File: src/rtl/route_reserve_arbiter.sv
// Per-output route reservation for a wormhole router: each output has its own
// round-robin arbiter and is held by one input from grant until that input's release.
module route_reserve_arbiter #(
  parameter int N_PORTS       = 4,
  parameter int REQUEST_WIDTH = 2
) (
  input  logic                               clk,
  input  logic                               rst,
  input  logic [N_PORTS-1:0]                 routeReserveRequestValid,
  input  logic [N_PORTS*REQUEST_WIDTH-1:0]   routeReserveRequest,
  input  logic [N_PORTS-1:0]                 routeRelease,
  output logic [N_PORTS-1:0]                 routeReserveStatus,
  output logic [N_PORTS*REQUEST_WIDTH-1:0]   outputOwner,
  output logic [N_PORTS-1:0]                 outputBusy,
  output logic                               badRequest
);

  typedef logic [REQUEST_WIDTH-1:0] portIdx_t;
  typedef enum logic {
    IDLE     = 1'b0,
    RESERVED = 1'b1
  } outState_t;

  outState_t            state     [N_PORTS];
  outState_t            stateNext [N_PORTS];
  portIdx_t             owner     [N_PORTS];
  portIdx_t             ownerNext [N_PORTS];
  portIdx_t             rrPtr     [N_PORTS];
  portIdx_t             rrPtrNext [N_PORTS];
  portIdx_t             reqIdx    [N_PORTS];
  logic [N_PORTS-1:0]   eligible  [N_PORTS];
  logic [N_PORTS-1:0]   ownsAny;
  logic [N_PORTS-1:0]   statusNext;
  logic                 badNext;
  logic                 found;
  portIdx_t             cand;

  always_comb begin
    for (int unsigned i = 0; i < N_PORTS; i++) begin
      reqIdx[i] = routeReserveRequest[i*REQUEST_WIDTH +: REQUEST_WIDTH];
    end
  end

  always_comb begin
    ownsAny = '0;
    for (int unsigned i = 0; i < N_PORTS; i++) begin
      for (int unsigned o = 0; o < N_PORTS; o++) begin
        if (state[o] == RESERVED && owner[o] == portIdx_t'(i)) begin
          ownsAny[i] = 1'b1;
        end
      end
    end
  end

  // An input already holding an output, or still showing its grant pulse, cannot win again.
  always_comb begin
    for (int unsigned o = 0; o < N_PORTS; o++) begin
      for (int unsigned i = 0; i < N_PORTS; i++) begin
        eligible[o][i] = routeReserveRequestValid[i] && (reqIdx[i] == portIdx_t'(o)) &&
                         !ownsAny[i] && !routeReserveStatus[i];
      end
    end
  end

  always_ff @(posedge clk) begin
    if (rst) begin
      for (int unsigned o = 0; o < N_PORTS; o++) begin
        state[o] <= IDLE;
        owner[o] <= '0;
        rrPtr[o] <= portIdx_t'(N_PORTS - 1);
      end
      routeReserveStatus <= '0;
      badRequest         <= 1'b0;
    end else begin
      for (int unsigned o = 0; o < N_PORTS; o++) begin
        state[o] <= stateNext[o];
        owner[o] <= ownerNext[o];
        rrPtr[o] <= rrPtrNext[o];
      end
      routeReserveStatus <= statusNext;
      badRequest         <= badNext;
    end
  end

  always_comb begin
    statusNext = '0;
    found      = 1'b0;
    cand       = '0;
    for (int unsigned o = 0; o < N_PORTS; o++) begin
      stateNext[o] = state[o];
      ownerNext[o] = owner[o];
      rrPtrNext[o] = rrPtr[o];
      found        = 1'b0;
      unique case (state[o])
        IDLE: begin
          // Scan starts just after the last winner so it becomes lowest priority.
          for (int unsigned k = 1; k <= N_PORTS; k++) begin
            cand = portIdx_t'((32'(rrPtr[o]) + k) % 32'(N_PORTS));
            if (!found && eligible[o][cand]) begin
              found            = 1'b1;
              stateNext[o]     = RESERVED;
              ownerNext[o]     = cand;
              rrPtrNext[o]     = cand;
              statusNext[cand] = 1'b1;
            end
          end
        end
        RESERVED: begin
          for (int unsigned i = 0; i < N_PORTS; i++) begin
            if (routeRelease[i] && owner[o] == portIdx_t'(i)) begin
              stateNext[o] = IDLE;
            end
          end
        end
      endcase
    end
  end

  always_comb begin
    badNext = 1'b0;
    for (int unsigned i = 0; i < N_PORTS; i++) begin
      if (routeReserveRequestValid[i] &&
          {1'b0, reqIdx[i]} >= (REQUEST_WIDTH + 1)'(N_PORTS)) begin
        badNext = 1'b1;
      end
    end
  end

  always_comb begin
    for (int unsigned o = 0; o < N_PORTS; o++) begin
      outputBusy[o]                                  = (state[o] == RESERVED);
      outputOwner[o*REQUEST_WIDTH +: REQUEST_WIDTH] = owner[o];
    end
  end

endmodule
File: config.mk
export PLATFORM = sky130hd
export DESIGN_NAME = route_reserve_arbiter
export DESIGN_NICKNAME = d
export VERILOG_FILES = /design/src/rtl/route_reserve_arbiter.sv
export SDC_FILE = /design/constraint.sdc
export NUM_CORES = 1
export LEC_CHECK = 0
export ABC_CLOCK_PERIOD_IN_PS = 5700
export CAP_MARGIN = 20
export CORE_AREA = 2 2 131 95
export CTS_CLUSTER_DIAMETER = 40
export DETAILED_ROUTE_END_ITERATION = 8
export DIE_AREA = 0 0 133 97
export PLACE_DENSITY = 0.45
export SETUP_SLACK_MARGIN = 0.3
export SYNTH_ARGS = -nofsm -noshare
export SYNTH_HDL_FRONTEND = slang
export SYNTH_SLANG_ARGS = --single-unit
File: constraint.sdc
create_clock -name clk -period 5.7 [get_ports clk]
set_input_delay 0.855 -clock clk [delete_from_list [all_inputs] [get_ports clk]]
set_output_delay 0.855 -clock clk [all_outputs]
set_load 0.005 [all_outputs]
# After elaboration in Yosys (flattened, before gate mapping)
# Memories as Yosys holds them, arrays and structs flattened.
# Cells that the tools add are included.
# classes
n_addsub	16
n_div	0
n_reduce_logical	136
muxes	223
n_eq_ne	24
shifts	0
order_cmp	32
n_mul	0
n_bitwise	31
# op_table
operator	n
4-bit two-way mux	32
1-bit logical AND	108
1-bit two-way mux	107
2-bit two-way mux	48
4-bit OR	15
2-bit by 3-bit less-than comparator with 1-bit output (second input constant)	16
1-bit binary-select mux with 2-bit select	16
1-bit demux with 2-bit select	16
2-bit equality test (second input constant)	16
2-bit by 1-bit >= comparator with 1-bit output (second input constant)	16
1-bit zero test	20
2-bit by 1-bit adder with 2-bit output (second input constant)	8
2-bit adder (second input constant)	8
2-bit by 1-bit equality test with 1-bit output (second input constant)	8
2-bit zero test	8
1-bit OR	12
1-bit case mux with 2 select lines	4
1-bit NOT	4
# word_totals
inputBits	18
word_cells	466
ff_bits	4
out_inout_bits	17
memories	3
latch_bits	0
rom_bits	0
mem_bits_rw	20
# memory_table
name	words	width	read_ports	rd_clocked_by_memory_dff	wr	line_no	source
owner	4	2	4	0	4	26	portIdx_t owner [N_PORTS];
rrPtr	4	2	4	0	4	28	portIdx_t rrPtr [N_PORTS];
state	4	1	4	0	4	24	outState_t state [N_PORTS];

# Logic depth before layout (Yosys ltp)
# Gate-level depths: netlist of run 1.
# An unclocked memory read counts as a cell.
# logic_depth
ltp_word	62
ltp_mapped	14
depth_no_buf	12

# Worst setup path before layout of run 1
# No wires, ideal clock.
# synth_path
path_type	input -> register
startpoint	input port routeReserveRequestValid[2]
endpoint	memory owner[1][0] (netlist bit)
arrival_ns	3.004
path_buffers	0
setup_slack_ns	2.625
stages	10
path_cell_list	nor2b_1 > o311ai_4 > nor4_4 > mux2i_1 > mux2i_4 > nand2_1 > ha_1 > nor3b_1 > or3_1 > a21oi_1
# synth_lines
item	line_no	source
start, declared	9	input logic [N_PORTS-1:0] routeReserveRequestValid,
end, declared	26	

==> impl_metrics.yaml, run 1 <==
floorplanning:
  die_w_um: 133
  dieArea_sq_um: 12900
  core-area_sq_um: 11520
  io-pin-count: 35
  die_h_um: 97
  std_cell_rows: 33
  initial_core_util_pct: 28.86
placed_design:
  port_buffers: 33
  gp_routability_congestion: 0.8536
  placed_area_sq_um: 3734
  dp_slack_ns: 1.686
  place_hpwl_mm: 8.395
route:
  dr.pass1.iters: 4
  post_drt_via_cell_ratio: 5.560
  post-route-drc-count: 0
  totalWireLength_mm: 10.98
  final_antenna_net_count: 0
  wl_per_cell_um: 18.57
  drtIter0Drc: 286
  num_vias: 3286
sta:
  finalHoldViolCount: 0
  postLayoutSetupSlackWorst_ns: 1.833
  finalSetupViolations: 0
  slew_viol_final: 0
  fin_crit_sh_pct: 67.85
  max_freq_mhz: 258.6
  tns_ns: 0
  slew_headroom_pct: 17.99
  period_minus_slack_ns: 3.867
  finalHoldWorstSlack_ns: 0.6142
  grt_setup_unrepaired: "no"
  tightest_slew_ns: 1.230
  clock_skew_ns: 0.003962
clocking:
  cts_hold_buf: 0
  worstSkewPairLatency_ns: 0.28
  clkTransAtPathRegs_ns: 0.08
  cts.sinks: 24
  postCtsSetupRepairBufs: 0
  cts_buffer_depth: 2
  ctsResizeCount: 0
  cts-root-buf: "clkbuf_16"
  tritoncts: "yes"
  h-tree-depth: 1
  cts_buffers: 3
cells_and_area:
  multi_input_area_sq_um: 2618
  final_common_cell: "nor2_1"
  drive_gt1_share_pct: 11.75
  final_cell_mix: "42 x nor2_1, 41 x nand2_1, 33 x clkdlybuf4s50_1"
  syn_to_final_growth_pct: 14.98
  fin_area_sq_um: 3822
  n_fill_cell: 1204
  num-nets-final: 477
  ff_latch_area_sq_um: 480.5
  num_antenna_cells: 0
synthesis:
  yosysWarnings: 0
  async_reset_ff_share_pct: 0
  syn-instance-count: 417
  synth_ff_type: "dfxtp_1"
  synth.avg_cell_area_sq_um: 7.972
  ys_seq_area_share_pct: 14.45
  postSynthNetCount: 459
  syn-cell-area_sq_um: 3324
  synth_edf_count: 0
  ys_types: 71
  yosys_register_bits: 24
worst_hold_path:
  min_from: "owner[3][1]"
  hold_class: "reg2reg"
grt:
  grt_overflow: 0
  grt_max_degree: 19
  antenna_found_initial: 0
  grt_pass1_wl_mm: 17.60
  grt_pass1_vias: 3021
  grtUsageTotal_pct: 17.16
critical_path:
  crit_start: "state[1]"
  worstPathRequired_ns: 5.86
  critical_path_arrival_ns: 4.03
  worst_setup_path_start_kind: "register"
  critPathMaxFanout: 13
  critical_path_class: "reg2reg"
  end_kind: "register"
  crit_chain: "inv_1 -> o311ai_2 -> or4_4 -> mux2i_1 -> a222oi_1 -> nor3b_1 -> a221oi_2 -> a21oi_1 -> o41a_1"
  critPathSlowestCell: "a222oi_1"
  rr_startpoint: "state[1]"
  cpPeakStageDelay_ns: 1.07
power_and_ir_drop:
  ir_drop_v: 0.0001559
  fin_total_pwr_w: 0.001690
  p_leak_nw: 1.414
  powerDensity_nw_per_um2: 442.0
job:
  cap_violations: 0
run_status:
  status: "completed"
-- per-stage QoR --
step | utilization (%) | instances
after floorplan | - | 417
after global routing | 33.18 | 591
after global placement | 32.41 | 587
final | 33.18 | 591
after CTS | 33.18 | 591
after detailed placement | 32.41 | 587
-- sequential cells by signal, summed over array words and instances, names as in the netlist --
name                count
routeReserveStatus      4
rrPtr                   8
state                   4
owner                   8
-- path summary, 6_finish.rpt --
| kind | slack [ns] | to | depth (start not counted) |
|---|---|---|---|
| setup / recovery | 1.83 | routeReserveStatus[1] | 9 |
| setup reg to reg | 1.83 | routeReserveStatus[1] | 9 |
| hold / removal | 0.61 | owner[3][1] | 2 |
| hold reg to reg | 0.61 | owner[3][1] | 2 |
-- Yosys cell counts (8+ instances only) --
library cell  count  share of area [%]
a21oi_1          32                4.8
a31oi_1           8                1.5
clkbuf_1          8               0.90
dfxtp_1          24                 14
ha_1             24                9.0
inv_1            27                3.0
mux2i_1          10                3.0
mux4_2            8                5.4
nand2_1          41                4.6
nand3_1          24                3.6
nor2_1           42                4.7
nor3_1           12                1.8
o21ai_0          18                2.7
-- cell families after synthesis --
group | count (synthesis) | share of synthesized area, %
mux | 26 | 12.34
compound gates | 123 | 28.38
fa+ha+maj | 24 | 9.033
buf+inv | 49 | 6.812
simple gates | 170 | 28.87
other cells | 1 | 0.1128
flops | 24 | 14.45
-- worst max-delay path, delay by kind of cell, from the launching register on --
family / cells / cell delay [ns]
buf+inv: 1 / 0.20
mux: 1 / 0.08
flops: 1 / 0.63
simple gates: 2 / 0.44
compound gates: 5 / 2.40
-- layout make-up --
class,count,share of cell area (%)
Clock buffer,4,2.324
Inverter,29,2.848
Tap cell,157,5.139
Timing Repair Buffer,33,8.642
Multi-Input combinational cell,344,68.48
Sequential cell,24,12.57
-- power by group --
part	switching, W	internal, W
combinational	0.000604	0.000489
sequential	0.000178	0.000230
clock	0.0000803	0.000108
-- metal layers --
metal	track usage [%]	up-vias	routed length, um
met1	26.12	1590	5636
met4	2.068	0	67
met5	0	-	0
met2	25.71	76	4771
met3	2.987	6	501
li1	-	1614	-
(Power assumes the default switching activity.)
==> run 2: changes to the inputs <==
Settings changed: ABC_CLOCK_PERIOD_IN_PS 5700 to 3400, PLACE_DENSITY 0.45 to 0.47.
Clock period 5.7 ns to 3.4 ns, I/O delays scaled along.
==> impl_metrics.yaml, run 2 (synthesis gave the netlist of run 1 again) <==
route:
  topRoutingLayerUsed: "met4"
  post-route-drc-count: 0
  drtIter0Drc: 279
  wirelength_met1_mm: 5.914
  wl_met3_um: 512
  wl_per_cell_um: 17.46
  totalWireLength_mm: 11.40
  route.met2.wl_mm: 4.950
  final_antenna_net_count: 0
  dr.pass1.iters: 5
  num_vias: 3589
  post_drt_via_cell_ratio: 5.496
placed_design:
  dp_slack_ns: -0.02521
  gp_routability_congestion: 0.9012
  port_buffers: 33
  dp_cells: 638
  place_hpwl_mm: 8.880
clocking:
  cts_buffer_depth: 2
  cts.sinks: 24
  tritoncts: "yes"
  cts-root-buf: "clkbuf_16"
  cts_buffers: 3
  h-tree-depth: 1
  clkTransAtPathRegs_ns: 0.07
  worstSkewPairLatency_ns: 0.27
critical_path:
  path_common_cell: "buf_4"
  worst_setup_path_start_kind: "register"
  end_kind: "register"
  critical-path-top-delay-family: "compound AO/OA/AOI/OAI gates"
  worst-path-buf-inv: 3
  critical_path_arrival_ns: 3.17
  crit_chain: "buf_4 -> nor2b_1 -> a32o_2 -> or4_4 -> mux2i_2 -> a222oi_1 -> buf_4 -> buf_4 -> o21a_4 -> a221oi_2 -> a21oi_2 -> o41a_1"
  cpPeakStageDelay_ns: 0.46
  path_depth: 12
  critPathSlowestCell: "or4_4"
  critPathMaxFanout: 6
  critical_path_class: "reg2reg"
  worstPathRequired_ns: 3.56
  worst_r2r_path_depth: 12
cells_and_area:
  largestRegisters: "owner: 8 flops, rrPtr: 8 flops"
  num-nets-final: 539
  num_antenna_cells: 0
  final_common_cell: "buf_4"
  drive_gt1_share_pct: 26.21
  final_cell_mix: "61 x buf_4, 42 x nor2_1, 41 x nand2_1"
  fin_cells: 653
  finish.utilization_pct: 38.63
  syn_to_final_growth_pct: 33.87
worst_hold_path:
  worstHoldPathCells: 2
  hold_class: "reg2reg"
floorplanning:
  dieArea_sq_um: 12900
  std_cell_rows: 33
  die_w_um: 133
  core-area_sq_um: 11520
  initial_core_util_pct: 28.86
  die_h_um: 97
  io-pin-count: 35
sta:
  finalSetupViolations: 0
  grt_setup_unrepaired: "yes"
  max_freq_mhz: 331.5
  slew_headroom_pct: 53.94
  fin_crit_sh_pct: 88.72
  tightest_slew_ns: 0.6877
  finalHoldWorstSlack_ns: 0.5462
  postLayoutSetupSlackWorst_ns: 0.3836
  finalHoldViolCount: 0
  clock_skew_ns: 0.005387
  slew_viol_final: 0
  period_minus_slack_ns: 3.016
run_status:
  status: "completed"
grt:
  grtUsageTotal_pct: 17.34
  grt_max_degree: 17
  grt_overflow: 0
  antenna_found_initial: 0
  grt_pass1_wl_mm: 17.88
  grt_pass1_vias: 3254
power_and_ir_drop:
  ir_drop_v: 0.0002439
  powerDensity_nw_per_um2: 720.8
  p_leak_nw: 1.781
job:
  cap_violations: 0
-- run 2: changes by cell type in the layout (fill, tap and decap cells not counted), sizes merged --
cell	previous run	this run
clkdlybuf4s50	33	31
buf	0	61
dlymetal6s2s	0	2
mux4	9	10
-- run 2: metal layers --
layer / GRT usage (%) / up-vias
met3: 2.830 / 2
li1: - / 1742
met1: 26.63 / 1752
met5: 0 / -
met4: 1.489 / 0
met2: 26.15 / 93
-- run 2: where the power goes --
| part | switching, W | internal (W) |
|---|---|---|
| Sequential | 0.000180 | 0.000391 |
| Clock | 0.000123 | 0.000181 |
| Combinational | 0.00125 | 0.00108 |
-- run 2: final cells by class --
cell class	count	area, sq um
inverters	29	108.9
repair buffers	94	793.3
flip-flops and latches	24	490.5
fillers	1169	7069
multi-input cells	345	2773
well taps	157	196.4
clock buffers	4	88.84
-- run 2: final timing paths --
| path | startpoint | end | slack (ns) |
|---|---|---|---|
| setup / recovery | state[0] | routeReserveStatus[0] | 0.38 |
| hold / removal | owner[2][0] | owner[2][0] | 0.55 |
| setup reg to reg | state[0] | routeReserveStatus[0] | 0.38 |
| hold reg to reg | owner[2][0] | owner[2][0] | 0.55 |
-- run 2: tightest hold or removal path, stage by stage, from the launching register on --
cell	delay (ns)
dfxtp_2	0.35
nor2_1	0.10
a211oi_1	0.05
-- run 2: repair_timing --
item / CTS / global route
buffers inserted: 2 / 8
pin swaps: 2 / 7
hold buffers: 0 / 0
gates resized for setup: 2 / 29
endpoints found under the setup margin: 6 / 10
gates cloned: 0 / 1
-- run 2: stage by stage --
| step | total power [W] | TNS (ns) | area, sq um |
|---|---|---|---|
| after CTS | 0.003057 | 0 | 4224 |
| after global routing | 0.003468 | 0 | 4451 |
| final | 0.003208 | 0 | 4451 |
| after floorplan | 0.001994 | 0 | 3324 |
| after detailed placement | 0.002724 | -0.02521 | 4116 |
| after global placement | 0.002731 | -0.01703 | 4116 |
